[src/rtl/kfps2kb_keycode_buffer_pkg.sv]
// kfps2kb_pkg: shared types and constants for the XT keycode buffer.
// Holds the capture/presentation state encodings, the overrun marker
// value and the write-selection record produced by the top level.
package kfps2kb_pkg;

    localparam int unsigned KFPS2KB_CODE_W = 8;

    // Marker stored in the last free slot when the FIFO is about to overflow.
    localparam logic [KFPS2KB_CODE_W-1:0] KFPS2KB_OVERRUN_CODE = 8'hFF;

    // Upstream handshake: accept a code, then acknowledge it for one cycle.
    typedef enum logic {
        CAP_IDLE  = 1'b0,
        CAP_CLEAR = 1'b1
    } cap_state_e;

    // Host side: present head, wait for ack, force a one-cycle low gap.
    typedef enum logic [1:0] {
        PR_EMPTY   = 2'd0,
        PR_PRESENT = 2'd1,
        PR_GAP     = 2'd2
    } pr_state_e;

    // Outcome of an accepted upstream code: whether to store it and what.
    typedef struct packed {
        logic                      push;
        logic [KFPS2KB_CODE_W-1:0] data;
    } wr_sel_t;

endpackage

[src/rtl/kfps2kb_keycode_buffer_if.sv]
// kfps2kb_keycode_buffer_if: groups the upstream handshake, host port and
// occupancy signals of the keycode buffer. The buffer connects through the
// slave modport; the surrounding system drives it through master.
interface kfps2kb_keycode_buffer_if #(
    parameter int DEPTH = 8
);

    // Upstream (PS/2 controller) side
    logic                     src_irq;
    logic [7:0]               src_keycode;
    logic                     src_clear;

    // Port-B "clear keyboard" control, active-high enable
    logic                     kbd_enable;

    // Host (PPI port A / PIC IRQ1) side
    logic                     host_irq;
    logic [7:0]               host_data;
    logic                     host_ack;

    // Current FIFO occupancy
    logic [$clog2(DEPTH):0]   count;

    modport slave (
        input  src_irq,
        input  src_keycode,
        input  kbd_enable,
        input  host_ack,
        output src_clear,
        output host_irq,
        output host_data,
        output count
    );

    modport master (
        output src_irq,
        output src_keycode,
        output kbd_enable,
        output host_ack,
        input  src_clear,
        input  host_irq,
        input  host_data,
        input  count
    );

endinterface

[src/rtl/kfps2kb_keycode_buffer_sync_fifo.sv]
// kfps2kb_sync_fifo: DEPTH x 8 synchronous FIFO with wrapping pointers and
// an occupancy counter that saturates at DEPTH. flush clears pointers and
// count and overrides push/pop. Storage itself is not reset; only the
// pointers and count are, so stale entries are never visible.
module kfps2kb_sync_fifo #(
    parameter  int DEPTH = 8,
    localparam int PTR_W = $clog2(DEPTH),
    localparam int CNT_W = PTR_W + 1
) (
    input  logic             clock,
    input  logic             reset_n,
    input  logic             push,
    input  logic             pop,
    input  logic             flush,
    input  logic [7:0]       din,
    output logic [7:0]       dout,
    output logic [CNT_W-1:0] count
);

    logic [7:0]       mem_q [DEPTH];
    logic [PTR_W-1:0] wr_ptr_q, wr_ptr_d;
    logic [PTR_W-1:0] rd_ptr_q, rd_ptr_d;
    logic [CNT_W-1:0] count_q, count_d;
    logic             do_push;
    logic             do_pop;

    // Next pointer/count values; a push into a full FIFO or a pop from an
    // empty one is dropped so the count can never leave 0..DEPTH.
    always_comb begin
        wr_ptr_d = wr_ptr_q;
        rd_ptr_d = rd_ptr_q;
        count_d  = count_q;
        do_push  = push && (count_q != CNT_W'(DEPTH));
        do_pop   = pop && (count_q != '0);
        if (flush) begin
            wr_ptr_d = '0;
            rd_ptr_d = '0;
            count_d  = '0;
        end else begin
            if (do_push) begin
                wr_ptr_d = wr_ptr_q + PTR_W'(1);
            end
            if (do_pop) begin
                rd_ptr_d = rd_ptr_q + PTR_W'(1);
            end
            case ({do_push, do_pop})
                2'b10:   count_d = count_q + CNT_W'(1);
                2'b01:   count_d = count_q - CNT_W'(1);
                default: count_d = count_q;
            endcase
        end
    end

    // Pointer and occupancy registers.
    always_ff @(posedge clock) begin
        if (!reset_n) begin
            wr_ptr_q <= '0;
            rd_ptr_q <= '0;
            count_q  <= '0;
        end else begin
            wr_ptr_q <= wr_ptr_d;
            rd_ptr_q <= rd_ptr_d;
            count_q  <= count_d;
        end
    end

    // Storage write; a flush in the same cycle wins over the push.
    always_ff @(posedge clock) begin
        if (!flush && do_push) begin
            mem_q[wr_ptr_q] <= din;
        end
    end

    assign dout  = mem_q[rd_ptr_q];
    assign count = count_q;

endmodule

[src/rtl/kfps2kb_keycode_buffer.sv]
// kfps2kb_keycode_buffer: queues translated XT keycodes from the PS/2
// controller and hands them to the PPI/PIC one at a time.
// Build option: define KFPS2KB_OVERRUN_CODE_EN to store an 0xFF overrun
// marker in the last free slot instead of a real code; without it the FIFO
// fills with real codes and anything beyond DEPTH is dropped.
module kfps2kb_keycode_buffer
    import kfps2kb_pkg::*;
#(
    parameter  int DEPTH = 8,
    localparam int CNT_W = $clog2(DEPTH) + 1
) (
    input logic                      clock,
    input logic                      reset_n,
    kfps2kb_keycode_buffer_if.slave  bus
);

    cap_state_e       cap_state_q, cap_state_d;
    pr_state_e        pr_state_q, pr_state_d;
    logic             src_clear_q, src_clear_d;
    logic             host_irq_q, host_irq_d;
    logic [7:0]       host_data_q, host_data_d;
    logic             cap_accept;
    wr_sel_t          wr_sel;
    logic             fifo_push;
    logic             fifo_pop;
    logic             fifo_flush;
    logic [7:0]       fifo_dout;
    logic [CNT_W-1:0] fifo_count;

    // Decide what an accepted code turns into, given occupancy before the edge.
    function automatic wr_sel_t select_write(input logic [CNT_W-1:0] occ,
                                             input logic [7:0]       code);
        wr_sel_t sel;
        sel.push = 1'b0;
        sel.data = code;
`ifdef KFPS2KB_OVERRUN_CODE_EN
        if (occ < CNT_W'(DEPTH - 1)) begin
            sel.push = 1'b1;
        end else if (occ == CNT_W'(DEPTH - 1)) begin
            sel.push = 1'b1;
            sel.data = KFPS2KB_OVERRUN_CODE;
        end
`else
        if (occ < CNT_W'(DEPTH)) begin
            sel.push = 1'b1;
        end
`endif
        return sel;
    endfunction

    // Capture FSM next state: accept in IDLE, acknowledge for one cycle.
    always_comb begin
        cap_state_d = cap_state_q;
        src_clear_d = 1'b0;
        cap_accept  = 1'b0;
        case (cap_state_q)
            CAP_IDLE: begin
                if (bus.src_irq) begin
                    cap_accept  = 1'b1;
                    src_clear_d = 1'b1;
                    cap_state_d = CAP_CLEAR;
                end
            end
            CAP_CLEAR: begin
                cap_state_d = CAP_IDLE;
            end
            default: begin
                cap_state_d = CAP_IDLE;
            end
        endcase
    end

    // Capture FSM state and registered acknowledge.
    always_ff @(posedge clock) begin
        if (!reset_n) begin
            cap_state_q <= CAP_IDLE;
            src_clear_q <= 1'b0;
        end else begin
            cap_state_q <= cap_state_d;
            src_clear_q <= src_clear_d;
        end
    end

    // Codes arriving while the keyboard is disabled are acknowledged only.
    assign wr_sel     = select_write(fifo_count, bus.src_keycode);
    assign fifo_push  = cap_accept && bus.kbd_enable && wr_sel.push;
    assign fifo_flush = !bus.kbd_enable;

    kfps2kb_sync_fifo #(
        .DEPTH (DEPTH)
    ) u_fifo (
        .clock   (clock),
        .reset_n (reset_n),
        .push    (fifo_push),
        .pop     (fifo_pop),
        .flush   (fifo_flush),
        .din     (wr_sel.data),
        .dout    (fifo_dout),
        .count   (fifo_count)
    );

    // Presentation FSM next state: load head on entry to PRESENT, pop on
    // ack, then hold irq low for one cycle so the PIC sees a new edge.
    always_comb begin
        pr_state_d  = pr_state_q;
        host_irq_d  = host_irq_q;
        host_data_d = host_data_q;
        fifo_pop    = 1'b0;
        if (!bus.kbd_enable) begin
            pr_state_d  = PR_EMPTY;
            host_irq_d  = 1'b0;
            host_data_d = 8'h00;
        end else begin
            case (pr_state_q)
                PR_EMPTY: begin
                    if (fifo_count != '0) begin
                        pr_state_d  = PR_PRESENT;
                        host_irq_d  = 1'b1;
                        host_data_d = fifo_dout;
                    end
                end
                PR_PRESENT: begin
                    if (bus.host_ack) begin
                        fifo_pop   = 1'b1;
                        pr_state_d = PR_GAP;
                        host_irq_d = 1'b0;
                    end
                end
                PR_GAP: begin
                    if (fifo_count != '0) begin
                        pr_state_d  = PR_PRESENT;
                        host_irq_d  = 1'b1;
                        host_data_d = fifo_dout;
                    end else begin
                        pr_state_d  = PR_EMPTY;
                        host_irq_d  = 1'b0;
                    end
                end
                default: begin
                    pr_state_d = PR_EMPTY;
                    host_irq_d = 1'b0;
                end
            endcase
        end
    end

    // Presentation FSM state and registered host outputs.
    always_ff @(posedge clock) begin
        if (!reset_n) begin
            pr_state_q  <= PR_EMPTY;
            host_irq_q  <= 1'b0;
            host_data_q <= 8'h00;
        end else begin
            pr_state_q  <= pr_state_d;
            host_irq_q  <= host_irq_d;
            host_data_q <= host_data_d;
        end
    end

    assign bus.src_clear = src_clear_q;
    assign bus.host_irq  = host_irq_q;
    assign bus.host_data = host_data_q;
    assign bus.count     = fifo_count;

endmodule

[src/flat_wrapper.sv]
// flat-port wrapper written by rule: the top's interface ports become plain ports
module kfps2kb_keycode_buffer_flat import kfps2kb_pkg::*;
#(
    parameter  int DEPTH = 8,
    localparam int CNT_W = $clog2(DEPTH) + 1
)
  (clock, reset_n, bus_src_irq, bus_src_keycode, bus_kbd_enable, bus_host_ack, bus_src_clear, bus_host_irq, bus_host_data, bus_count);
  kfps2kb_keycode_buffer_if #(.DEPTH(DEPTH)) bus_i ();
  input logic clock;
  input logic reset_n;
  input wire logic [$bits(bus_i.src_irq)-1:0] bus_src_irq;
  input wire logic [$bits(bus_i.src_keycode)-1:0] bus_src_keycode;
  input wire logic [$bits(bus_i.kbd_enable)-1:0] bus_kbd_enable;
  input wire logic [$bits(bus_i.host_ack)-1:0] bus_host_ack;
  output wire logic [$bits(bus_i.src_clear)-1:0] bus_src_clear;
  output wire logic [$bits(bus_i.host_irq)-1:0] bus_host_irq;
  output wire logic [$bits(bus_i.host_data)-1:0] bus_host_data;
  output wire logic [$bits(bus_i.count)-1:0] bus_count;
  assign bus_i.src_irq = bus_src_irq;
  assign bus_i.src_keycode = bus_src_keycode;
  assign bus_i.kbd_enable = bus_kbd_enable;
  assign bus_i.host_ack = bus_host_ack;
  assign bus_src_clear = bus_i.src_clear;
  assign bus_host_irq = bus_i.host_irq;
  assign bus_host_data = bus_i.host_data;
  assign bus_count = bus_i.count;
  kfps2kb_keycode_buffer #(.DEPTH(DEPTH)) u_core (.clock(clock), .reset_n(reset_n), .bus(bus_i));
endmodule
[config.mk]
export PLATFORM = sky130hd
export DESIGN_NAME = kfps2kb_keycode_buffer_flat
export DESIGN_NICKNAME = d
export VERILOG_FILES = /design/src/rtl/kfps2kb_keycode_buffer_pkg.sv /design/src/rtl/kfps2kb_keycode_buffer_if.sv /design/src/rtl/kfps2kb_keycode_buffer_sync_fifo.sv /design/src/rtl/kfps2kb_keycode_buffer.sv /design/src/flat_wrapper.sv
export SDC_FILE = /design/constraint.sdc
export NUM_CORES = 1
export LEC_CHECK = 0
export ABC_AREA = 1
export BUFFER_PORTS_ARGS = -buffer_cell sky130_fd_sc_hd__buf_2
export CORE_UTILIZATION = 50
export CTS_CLUSTER_SIZE = 24
export DETAILED_ROUTE_END_ITERATION = 10
export PLACE_DENSITY = 0.7
export SYNTH_ARGS = -nofsm -noshare
export SYNTH_HDL_FRONTEND = slang
export SYNTH_SLANG_ARGS = --single-unit
[constraint.sdc]
create_clock -name clock -period 3.8 [get_ports clock]
set_clock_uncertainty 0.05 [all_clocks]
set_input_delay 0.57 -clock clock [delete_from_list [all_inputs] [get_ports clock]]
set_output_delay 0.57 -clock clock [all_outputs]
set_load 0.05 [all_outputs]
# Word-level counts from Yosys, hierarchy flattened
# Memories as Yosys holds them, arrays and structs flattened. A register that Yosys moved wholly into a read port is not among the register bits.
# Cells that the tools add are included.
[op_classes]
muxes = 18
add_sub_neg = 4
n_eq_ne = 7
bitwise_logic = 1
n_reduce_logical = 13
order_cmp = 1
[ops]
columns = ["cell", "n"]
rows = [
  ["two-way mux 1 bit", 12],
  ["case mux 4 bit (2 select lines)", 1],
  ["adder 3 x 1 -> 3 bit (second input constant)", 2],
  ["case mux 2 bit (3 select lines)", 1],
  ["AND reduction 2 bit", 3],
  ["logical AND 1 bit", 5],
  ["adder 4 x 1 -> 4 bit (second input constant)", 1],
  ["== test 2 x 1 -> 1 bit (second input constant)", 2],
  ["== test 2 bit (second input constant)", 2],
  ["< comparator 4 bit (second input constant)", 1],
  ["two-way mux 2 bit", 2],
  ["!= test 4 bit (second input constant)", 1],
  ["nonzero test 4 bit", 1],
  ["subtractor 4 x 1 -> 4 bit (second input constant)", 1],
  ["case mux 1 bit (3 select lines)", 1],
  ["zero test 2 bit", 1],
  ["!= test 2 x 1 -> 1 bit (second input constant)", 1],
  ["!= test 2 bit (second input constant)", 1],
  ["case mux 1 bit (2 select lines)", 1],
  ["nonzero test 2 bit", 1],
  ["OR reduction 2 bit", 1],
  ["zero test 1 bit", 1],
  ["NOT 1 bit", 1],
]
[word_totals]
memories = 1
register_bits = 15
ramBits = 64
elab_cells = 52
inputBits = 13
output_inout_bits = 14
[mem_list]
columns = ["memory", "words", "word_bits", "rd", "rd_ports_with_merged_regs", "write_ports", "line_no", "source"]
rows = [
  ["u_core.u_fifo.mem_q", 8, 8, 1, 1, 1, "kfps2kb_keycode_buffer_sync_fifo.sv:20", "logic [7:0] mem_q [DEPTH];"],
]

# Depth between registers and ports, before layout
# Gate-level depths: netlist (run 1).
[logic_depth]
word_depth = 8
ltp_mapped = 14

# Cells and area by module
# A second synthesis (run 1) with hierarchy kept.
[unflattened]
hier_cells = 351
hier_area_um2 = 3722.3
[by_module_without_submodules]
columns = ["module", "seq_area_each_um2", "area_per_inst_um2", "instances", "cells_per_inst"]
rows = [
  ["kfps2kb_sync_fifo", 2182.1, 3178.0, 1, 275],
  ["kfps2kb_keycode_buffer", 240.2, 544.3, 1, 76],
]

# Worst setup path after synthesis (run 1)
# Ideal clock, no wire load.
[synth_path]
path_type = "register to register"
start = "reg u_core.u_fifo.count_q[2] (netlist: u_core.u_fifo.count[2])"
end = "reg u_core.u_fifo.count_q[3] (netlist: u_core.u_fifo.count[3])"
period_less_slack_ps = 2243
path_slack_ps = 1557
n_path_buf = 0
path_stages_with_launch = 13
setup_ps = 70
required_ps = 3680
arrival_ps = 2123
path_cell_list = "dfxtp_1 -> inv_1 -> nand3_1 -> nand2_1 -> inv_2 -> ha_1 -> ha_1 -> or2_2 -> nand2_1 -> nand3_1 -> nand2_1 -> nand2_1 -> a21oi_1"
[synth_rtl]
columns = ["element", "line_no", "source"]
rows = [
  ["start, declared", "kfps2kb_keycode_buffer_sync_fifo.sv:23", "logic [CNT_W-1:0] count_q, count_d;"],
  ["start signal, assigned", "kfps2kb_keycode_buffer_sync_fifo.sv:63", "count_q <= count_d;"],
  ["nonzero test 4 bit (*)", "kfps2kb_keycode_buffer_sync_fifo.sv:34", "do_pop = pop && (count_q != '0);"],
  ["logical AND 1 bit (*)", "kfps2kb_keycode_buffer_sync_fifo.sv:34", ""],
  ["named net u_core.u_fifo.do_pop", "kfps2kb_keycode_buffer_sync_fifo.sv:25", "logic do_pop;"],
  ["== test 2 x 1 -> 1 bit / == test 2 bit (equally long branches)", "kfps2kb_keycode_buffer_sync_fifo.sv:46", "case ({do_push, do_pop})"],
  ["case mux 4 bit (2 select lines) / nonzero test 2 bit (equally long branches)", "n/a", ""],
]
# Mark *: on every way through the listed nets, which the timed path passes. The rest lies on a longest branch.
# A chain may end at the register's enable or synchronous reset.

# Worst setup path after layout (run 1)
[layout_path]
start = "reg u_core.u_fifo.count_q[1] (netlist: u_core.u_fifo.count[1])"
end = "reg u_core.u_fifo.count_q[3] (netlist: u_core.u_fifo.count[3])"
# Same word-level chain as after synthesis.

==> results of run 1 <==
[critical path, stage by stage (launching register included)]
cell,delay [ns]
dfxtp_1,0.36
nor2_2,0.17
nand3_1,0.09
nand2_1,0.15
inv_2,0.06
ha_1,0.23
ha_1,0.31
or2_2,0.30
nand2_1,0.07
nand3_1,0.06
nand2_1,0.06
nand2_1,0.04
a21oi_1,0.11
[per-layer routing]
layer | up-vias | part of all wire, % | global-route usage, % | routed length, um
met2 | 65 | 47 | 33.36 | 3476
met4 | 0 | 2.4 | 11.44 | 178
met5 | - | 0 | 0 | 0
met3 | 14 | 6.0 | 3.451 | 444
met1 | 1206 | 45 | 28.71 | 3290
li1 | 1294 | - | - | -
[through the flow]
stage                     hold slack [ns]  cell area (um2)  power, mW  utilization, %  setup slack (ns)
after CTS                          0.3923             4126      1.757           56.89             1.642
after floorplan                    0.4127             3739      1.090               -             1.557
after detailed placement           0.3889             3928      1.121           54.15             1.436
after global placement             0.3814             3928      1.119           54.15             1.495
after global routing               0.4212             4126      1.802           56.89             1.460
final                              0.4020             4126      1.738           56.89             1.660
[sequential cells by signal, indices dropped and copies added, names as in the netlist]
| signal | flops |
|---|---|
| u_core.bus.host_irq | 1 |
| u_core.pr_state_q | 2 |
| u_core.u_fifo.count | 4 |
| u_core.u_fifo.rd_ptr_q | 3 |
| u_core.u_fifo.wr_ptr_q | 3 |
| u_core.u_fifo.mem_q | 64 |
| u_core.bus.host_data | 8 |
| u_core.bus.src_clear | 1 |
[synth_stat cells, drive strengths merged (2+ instances only)]
| cell | instances |
|---|---|
| nand3 | 55 |
| edfxtp | 64 |
| dfxtp | 22 |
| nor3b | 2 |
| or2 | 2 |
| nor3 | 2 |
| clkinv | 2 |
| o21ai | 6 |
| nand2 | 109 |
| buf | 11 |
| inv | 65 |
| a21oi | 19 |
| nor2 | 13 |
| ha | 5 |
[layout make-up]
type	count	share of cell area [%]
sequential	86	57.25
multi-input combinational	217	24.80
inverter	67	6.246
timing repair buffer	30	3.881
clock buffer	11	3.426
tap	99	3.002
clock inverter	5	1.395
[worst max path at each step]
stage | cells past startpoint | slack [ns] | startpoint | endpoint
after global placement | 8 | 1.50 | bus_src_irq | u_core.u_fifo.mem_q[5][2]
after detailed placement | 13 | 1.44 | bus_host_ack | u_core.u_fifo.count[3]
after CTS | 12 | 1.64 | u_core.u_fifo.count[1] | u_core.u_fifo.count[3]
after global routing | 12 | 1.46 | u_core.pr_state_q[0] | u_core.u_fifo.count[3]
final | 12 | 1.66 | u_core.u_fifo.count[1] | u_core.u_fifo.count[3]
after floorplan | 12 | 1.56 | u_core.u_fifo.count[2] | u_core.u_fifo.count[3]
[power by group]
part           leakage [nW]  internal (mW)  switching, mW  total, mW
Sequential            0.756           1.02        0.00525       1.02
Clock                 0.104          0.323          0.316      0.639
Combinational         0.902         0.0208         0.0558     0.0765
[kinds of logic (layout without fill, tap and decap cells)]
kind of cell / after synthesis / in the layout / share of synthesized area, %
and+or+nand+nor: 184 / 184 / 21.02
DFF: 86 / 86 / 63.19
buffers and inverters: 79 / 113 / 9.437
AOI/OAI and AO/OA: 26 / 26 / 3.916
adders and majority gates: 6 / 6 / 2.209
xor gates and xnor gates: 1 / 1 / 0.2343
==> impl_metrics.py, run 1 <==
metrics = {
    "setup_path": {
        "path_class": "flip-flop to flip-flop",
        "crit_fanout": 5,
        "cp.required_ns": 4.03,
        "worstReg2RegStart": "u_core.u_fifo.count[1]",
        "reg2reg_slack_ns": 1.66,
        "worstSetupStartpointType": "flip-flop",
        "end_kind": "flip-flop",
        "r2r_end": "u_core.u_fifo.count[3]",
        "cp.arrival_ns": 2.37,
        "reg2regPathDepth": 12,
    },
    "sta": {
        "report.final.slew_viol_count": 0,
        "slew_headroom_pct": 43.28,
        "max_freq_mhz": 467.2,
        "min_period_ns": 2.140,
        "rsz0062_at_grt": "no",
        "worst_pin_slew_ns": 0.8477,
        "hold_violations": 0,
        "setup_tns_ns": 0,
        "setup_viol": 0,
        "fin_crit_sh_pct": 56.33,
    },
    "clock_network": {
        "h-tree-depth": 3,
        "cts_sinks": 86,
        "clk_latency_ns": 0.35,
        "cts-root-buf": "clkbuf_8",
        "tritoncts": "built",
        "cts.clk_slew.worst_paths_ns": 0.08,
        "cts_buffer_depth": 2,
        "cts_resized": 0,
        "holdBufCountCts": 0,
        "cts_made_buffers": 9,
        "cts_setup_buffers": 0,
    },
    "die": {
        "core_area_mm2": 0.007253,
        "fp.dieW_um": 88.47,
        "die_h_um": 88.47,
        "ios": 27,
        "core.rowCount": 31,
        "start_util_pct": 51.54,
        "die_area_mm2": 0.007827,
    },
    "yosys": {
        "ys_seq_elements": 86,
        "netlist_area_mm2": 0.003739,
        "synth_area_leaders": "edfxtp_1 51%, dfxtp_1 12%, nand2_1 11%, nand3_1 7.2%, inv_1 6.1%",
        "syn_avg_cell_area_um2": 9.787,
        "ys.flop_type": "edfxtp_1",
        "yosys.area.top_type_share_pct": 51.41,
        "ys_warn_count": 0,
        "synth_top_cell_by_area": "edfxtp_1",
        "syn-num-nets": 401,
        "synthArstFlopShare_pct": 0,
        "synthCells": 382,
        "ys_seq_area_share_pct": 63.19,
        "synth_cell_types": 26,
        "synth_edf_count": 64,
    },
    "worst_hold_path": {
        "min-delay-start": "u_core.bus.src_clear",
        "min_path_cells": 1,
        "holdPathEnd": "u_core.bus.src_clear",
        "hold_class": "flip-flop to flip-flop",
    },
    "drt": {
        "drc": 0,
        "vias": 2579,
        "route.detailed.wl_per_inst_um": 14.35,
        "antenna_left": 0,
        "firstDrtPassIters": 4,
        "avgViaCountPerCell": 5.008,
        "wl_mm": 7.389,
        "drtIter0Drc": 222,
    },
    "global_routing": {
        "track_usage_pct": 21.33,
        "antenna_found_initial": 0,
        "grt_overflow_total": 0,
        "grt_max_degree": 35,
        "grt_pass1_vias": 2393,
        "grt_first_pass_wirelength_mm": 11.85,
    },
    "layout": {
        "num-fill-cells": 635,
        "drive_gt1_share_pct": 13.22,
        "final_common_cell": "nand2_1",
        "final_cells": 515,
        "area_growth_pct": 10.37,
        "register_area_mm2": 0.002362,
        "final_cell_mix": "109 x nand2_1, 64 x edfxtp_1, 61 x inv_1, 54 x nand3_1, 26 x buf_2",
        "multi_input_area_mm2": 0.001023,
        "nets": 430,
        "num_antenna_cells": 0,
    },
    "placement": {
        "dp_hpwl_mm": 4.734,
        "gp_congestion": 0.7805,
        "port_buffers": 26,
        "dp.cells": 499,
    },
    "power": {
        "leakage_nw": 1.762,
        "cellPowerDensity_mw_per_mm2": 421.1,
        "ir_drop_mv": 0.1972,
    },
    "job": {
        "maxCapViolCount": 0,
    },
    "run_status": {
        "status": "complete, no violations",
    },
}
Note: power is estimated with default switching activity, not from simulation.
==> inputs of run 2 (changes only) <==
Settings changed: PLACE_DENSITY 0.7 to 0.73.
Clock period 3.8 ns to 1.85 ns, I/O delays scaled along.
==> impl_metrics.py, run 2 (synthesis results as in run 1) <==
metrics = {
    "placement": {
        "gp_congestion": 0.7715,
        "port_buffers": 26,
        "dp_slack_ns": -0.04154,
        "dp.cells": 521,
        "dp_hpwl_mm": 4.976,
        "place_area_mm2": 0.004134,
    },
    "layout": {
        "multi_input_area_mm2": 0.001091,
        "stdcell_area_mm2": 0.004404,
        "nets": 454,
        "final_cells": 539,
        "area_growth_pct": 17.80,
        "drive_gt1_share_pct": 22.27,
        "num-fill-cells": 594,
        "register_area_mm2": 0.002380,
        "regMostFlops": "u_core.u_fifo.mem_q",
        "largest_register_ffs": 64,
        "final_cell_mix": "107 x nand2_1, 64 x edfxtp_1, 59 x inv_1, 53 x nand3_1",
        "num_antenna_cells": 0,
        "postLayoutCoreUtil_pct": 60.72,
        "final_common_cell": "nand2_1",
    },
    "sta": {
        "worst_pin_slew_ns": 0.4129,
        "fin_crit_sh_pct": 96.04,
        "report.final.slew_viol_count": 0,
        "fin_ws_ns": 0.07330,
        "whs_ns": 0.1366,
        "hold_violations": 0,
        "setup_tns_ns": 0,
        "min_period_ns": 1.777,
        "max_freq_mhz": 562.8,
        "slew_headroom_pct": 72.47,
        "setup_viol": 0,
    },
    "worst_hold_path": {
        "hold_class": "input pin to flip-flop",
    },
    "clock_network": {
        "h-tree-depth": 3,
        "cts-root-buf": "clkbuf_8",
        "holdBufCountCts": 0,
        "cts_buffer_depth": 2,
        "cts.clk_slew.worst_paths_ns": 0.08,
        "clk_latency_ns": 0.34,
        "cts_sinks": 86,
        "tritoncts": "built",
        "cts_made_buffers": 9,
    },
    "power": {
        "power_switching_mw": 0.8105,
        "seq_power_share_pct": 58.4,
        "cellPowerDensity_mw_per_mm2": 814.0,
        "combPwrFrac_pct": 5.2,
        "ir_drop_mv": 0.4662,
        "power_mw": 3.585,
        "power_frac_clock_pct": 36.4,
        "p_int_mw": 2.775,
        "leakage_nw": 1.892,
        "p_sw_share_pct": 22.61,
    },
    "die": {
        "fp.dieW_um": 88.47,
        "ios": 27,
        "die_area_mm2": 0.007827,
        "core.rowCount": 31,
        "core_area_mm2": 0.007253,
        "start_util_pct": 51.54,
        "die_h_um": 88.47,
    },
    "job": {
        "maxCapViolCount": 0,
    },
    "setup_path": {
        "worstSetupStartpointType": "flip-flop",
        "cp.required_ns": 2.03,
        "crit_fanout": 3,
        "path_class": "flip-flop to flip-flop",
        "end_kind": "flip-flop",
        "cp.arrival_ns": 1.96,
    },
    "global_routing": {
        "antenna_found_initial": 0,
        "grt_overflow_total": 0,
        "grt_max_degree": 35,
        "track_usage_pct": 22.45,
        "grt_pass1_vias": 2579,
        "grt_first_pass_wirelength_mm": 12.68,
    },
    "run_status": {
        "status": "complete, no violations",
    },
    "drt": {
        "wl_mm": 7.777,
        "drtIter0Drc": 205,
        "vias": 2703,
        "antenna_left": 0,
        "firstDrtPassIters": 4,
        "drc": 0,
        "avgViaCountPerCell": 5.015,
        "route.detailed.wl_per_inst_um": 14.43,
    },
}
## run 2: cell types whose count changed in the layout (fill, tap and decap cells not counted), sizes merged
cell	change
clkinv	+1
inv	+1
clkbuf	-2
buf	+24
## run 2: layer usage
layer | share of wire (%) | GRT usage [%] | up-vias
met5 | 0 | 0 | -
met4 | 1.1 | 8.651 | 0
met3 | 5.8 | 4.198 | 8
met2 | 50 | 38.04 | 77
met1 | 43 | 28.73 | 1278
li1 | - | - | 1340
## run 2: cell type report
type	count	share of cell area, %
Multi-Input combinational cell	217	24.77
Inverter	67	5.852
Tap cell	99	2.813
Timing Repair Buffer	54	8.097
Clock buffer	9	2.813
Sequential cell	86	54.03
Clock inverter	7	1.619
## run 2: final timing paths
check | startpoint | endpoint | slack (ns) | cells after the start
max | u_core.u_fifo.count[1] | u_core.u_fifo.count[3] | 0.07 | 14
min | bus_src_irq | u_core.bus.src_clear | 0.14 | 3
max reg2reg | u_core.u_fifo.count[1] | u_core.u_fifo.count[3] | 0.07 | 14
min reg2reg | u_core.bus.src_clear | u_core.bus.src_clear | 0.38 | 1
## run 2: power groups by stage
stage	logic (mW)	clock network (mW)	registers, mW
5_1_grt	0.205	1.42	2.10
3_5_place_dp	0.177	0	2.14
6_report	0.187	1.30	2.09
4_1_cts	0.180	1.33	2.09
2_1_floorplan	0.0697	0	2.17
3_3_place_gp	0.172	0	2.14
## run 2: critical path, cell delays in order, from the launching register on
cell     delay, ns
dfxtp_4       0.36
nor2_4        0.11
nand3_2       0.07
nand2_2       0.07
inv_2         0.05
ha_4          0.17
buf_6         0.12
ha_4          0.24
nand2_1       0.04
nand2_1       0.08
nand2_1       0.05
nand3_1       0.06
nand2_1       0.07
nand2_1       0.06
a21oi_1       0.05
## run 2: repair_timing
item                                    4_1_cts  5_1_grt
gates resized for setup                       2       12
setup buffers                                 1        1
hold endpoints to repair                      0        0
endpoints found under the setup margin        1       11
pin swaps                                     2        7
==> inputs of run 3 (changes only) <==
Settings changed: CAP_MARGIN set to 15, CORE_UTILIZATION 50 to 30, PLACE_DENSITY 0.73 to 0.49.
==> impl_metrics.py, run 3 (synthesis results as in run 1) <==
metrics = {
    "setup_path": {
        "critPathBufInv": 1,
        "worstSetupStartpointType": "flip-flop",
        "path_cells": "nor2_4 > nand3_2 > nand2_2 > inv_2 > ha_4 > ha_4 > or2_4 > nand2_2 > nand3_2 > nand2_1 > nand2_1 > a21oi_1",
        "cp.arrival_ns": 1.95,
        "cp_top_family": "simple AND/OR/NAND/NOR gates",
        "slowest_stage": "dfxtp_4",
        "critical_path.max_stage_delay_ns": 0.35,
        "path_class": "flip-flop to flip-flop",
        "cp.required_ns": 2.07,
        "crit_fanout": 3,
        "end_kind": "flip-flop",
    },
    "clock_network": {
        "cts.clk_slew.worst_paths_ns": 0.06,
        "cts_made_buffers": 9,
        "h-tree-depth": 3,
        "clk_latency_ns": 0.34,
        "cts_buffer_depth": 2,
        "tritoncts": "built",
        "cts-root-buf": "clkbuf_16",
        "cts_sinks": 86,
        "holdBufCountCts": 0,
    },
    "drt": {
        "avgViaCountPerCell": 4.269,
        "antenna_left": 0,
        "route.detailed.wl_per_inst_um": 13.51,
        "wl_mm": 8.284,
        "drc": 0,
        "drtIter0Drc": 126,
        "firstDrtPassIters": 4,
        "vias": 2617,
    },
    "power": {
        "p_sw_share_pct": 19.87,
        "leakage_nw": 1.974,
        "cellPowerDensity_mw_per_mm2": 924.4,
        "combPwrFrac_pct": 4.3,
        "seq_power_share_pct": 48.5,
        "power_frac_clock_pct": 47.2,
        "power_switching_mw": 0.8586,
        "ir_drop_mv": 0.5014,
        "power_mw": 4.322,
        "p_int_mw": 3.464,
    },
    "global_routing": {
        "track_usage_pct": 13.93,
        "grt_pass1_vias": 2486,
        "antenna_found_initial": 0,
        "grt_max_degree": 35,
        "grt_overflow_total": 0,
        "grt_first_pass_wirelength_mm": 13.24,
    },
    "layout": {
        "nets": 459,
        "drive_gt1_share_pct": 23.60,
        "largest_register_ffs": 64,
        "stdcell_area_mm2": 0.004676,
        "area_growth_pct": 25.07,
        "num_antenna_cells": 0,
        "num-fill-cells": 1200,
        "final_cell_mix": "103 x nand2_1, 64 x edfxtp_1, 59 x inv_1, 52 x nand3_1, 32 x buf_4",
        "postLayoutCoreUtil_pct": 38.77,
        "regMostFlops": "u_core.u_fifo.mem_q",
        "final_cells": 613,
        "final_common_cell": "nand2_1",
    },
    "die": {
        "fp.dieW_um": 113.6,
        "die_area_mm2": 0.01291,
        "die_h_um": 113.6,
        "core_area_mm2": 0.01206,
        "ios": 27,
        "start_util_pct": 31.00,
        "core.rowCount": 40,
    },
    "sta": {
        "hold_violations": 0,
        "max_freq_mhz": 577.7,
        "slew_headroom_pct": 71.92,
        "fin_crit_sh_pct": 93.57,
        "worst_pin_slew_ns": 0.4212,
        "min_period_ns": 1.731,
        "fin_ws_ns": 0.1190,
        "setup_viol": 0,
        "report.final.slew_viol_count": 0,
        "whs_ns": 0.1235,
        "setup_tns_ns": 0,
    },
    "placement": {
        "dp_hpwl_mm": 5.312,
        "dp_slack_ns": -0.01426,
        "port_buffers": 26,
        "place_area_mm2": 0.004238,
        "gp_congestion": 0.7479,
        "dp.cells": 594,
    },
    "run_status": {
        "status": "complete, no violations",
    },
    "job": {
        "maxCapViolCount": 0,
    },
    "worst_hold_path": {
        "hold_class": "input pin to flip-flop",
    },
}
==> run 3: worst paths after layout <==
kind         cells after the start                endpoint                    from  slack, ns
max                             12  u_core.u_fifo.count[3]  u_core.u_fifo.count[1]       0.12
min                              3    u_core.bus.src_clear             bus_src_irq       0.12
max reg2reg                     12  u_core.u_fifo.count[3]  u_core.u_fifo.count[1]       0.12
min reg2reg                      1    u_core.bus.src_clear    u_core.bus.src_clear       0.36
==> run 3: power by group through the flow <==
stage	clock (mW)	sequential [mW]	combinational, mW
detailed placement	0	2.14	0.181
CTS	2.09	2.10	0.182
global route	2.17	2.10	0.206
floorplan	0	2.17	0.0697
global placement	0	2.14	0.179
finish	2.04	2.10	0.186
==> run 3: worst register-to-register path: stages, from the launching register on <==
cell and delay (ns):
dfxtp_4 0.35, nor2_4 0.11, nand3_2 0.08, nand2_2 0.07, inv_2 0.05, ha_4 0.17, ha_4 0.21, or2_4 0.23
nand2_2 0.06, nand3_2 0.06, nand2_1 0.06, nand2_1 0.04, a21oi_1 0.12
==> run 3: layout make-up <==
class                      count  area [um2]  area share [%]
clock inverter                 6       110.1           2.355
timing repair buffer          59       381.6           8.162
inverter                      67       257.7           5.512
tap                          168       210.2           4.496
clock buffer                  10       229.0           4.897
multi-input combinational    217        1109           23.71
sequential                    86        2379           50.87
==> run 3: per-layer routing <==
| layer | wire (um) | global-route usage [%] |
|---|---|---|
| met1 | 4082 | 18.28 |
| met2 | 3820 | 22.48 |
| met3 | 293 | 3.773 |
| met4 | 88 | 4.211 |
| met5 | 0 | 0 |
==> run 3: what timing repair did <==
item	CTS	global route
gates resized for setup	1	17
gates cloned	0	0
endpoints found under the setup margin	1	2
setup buffers	1	2
pin swaps	1	10
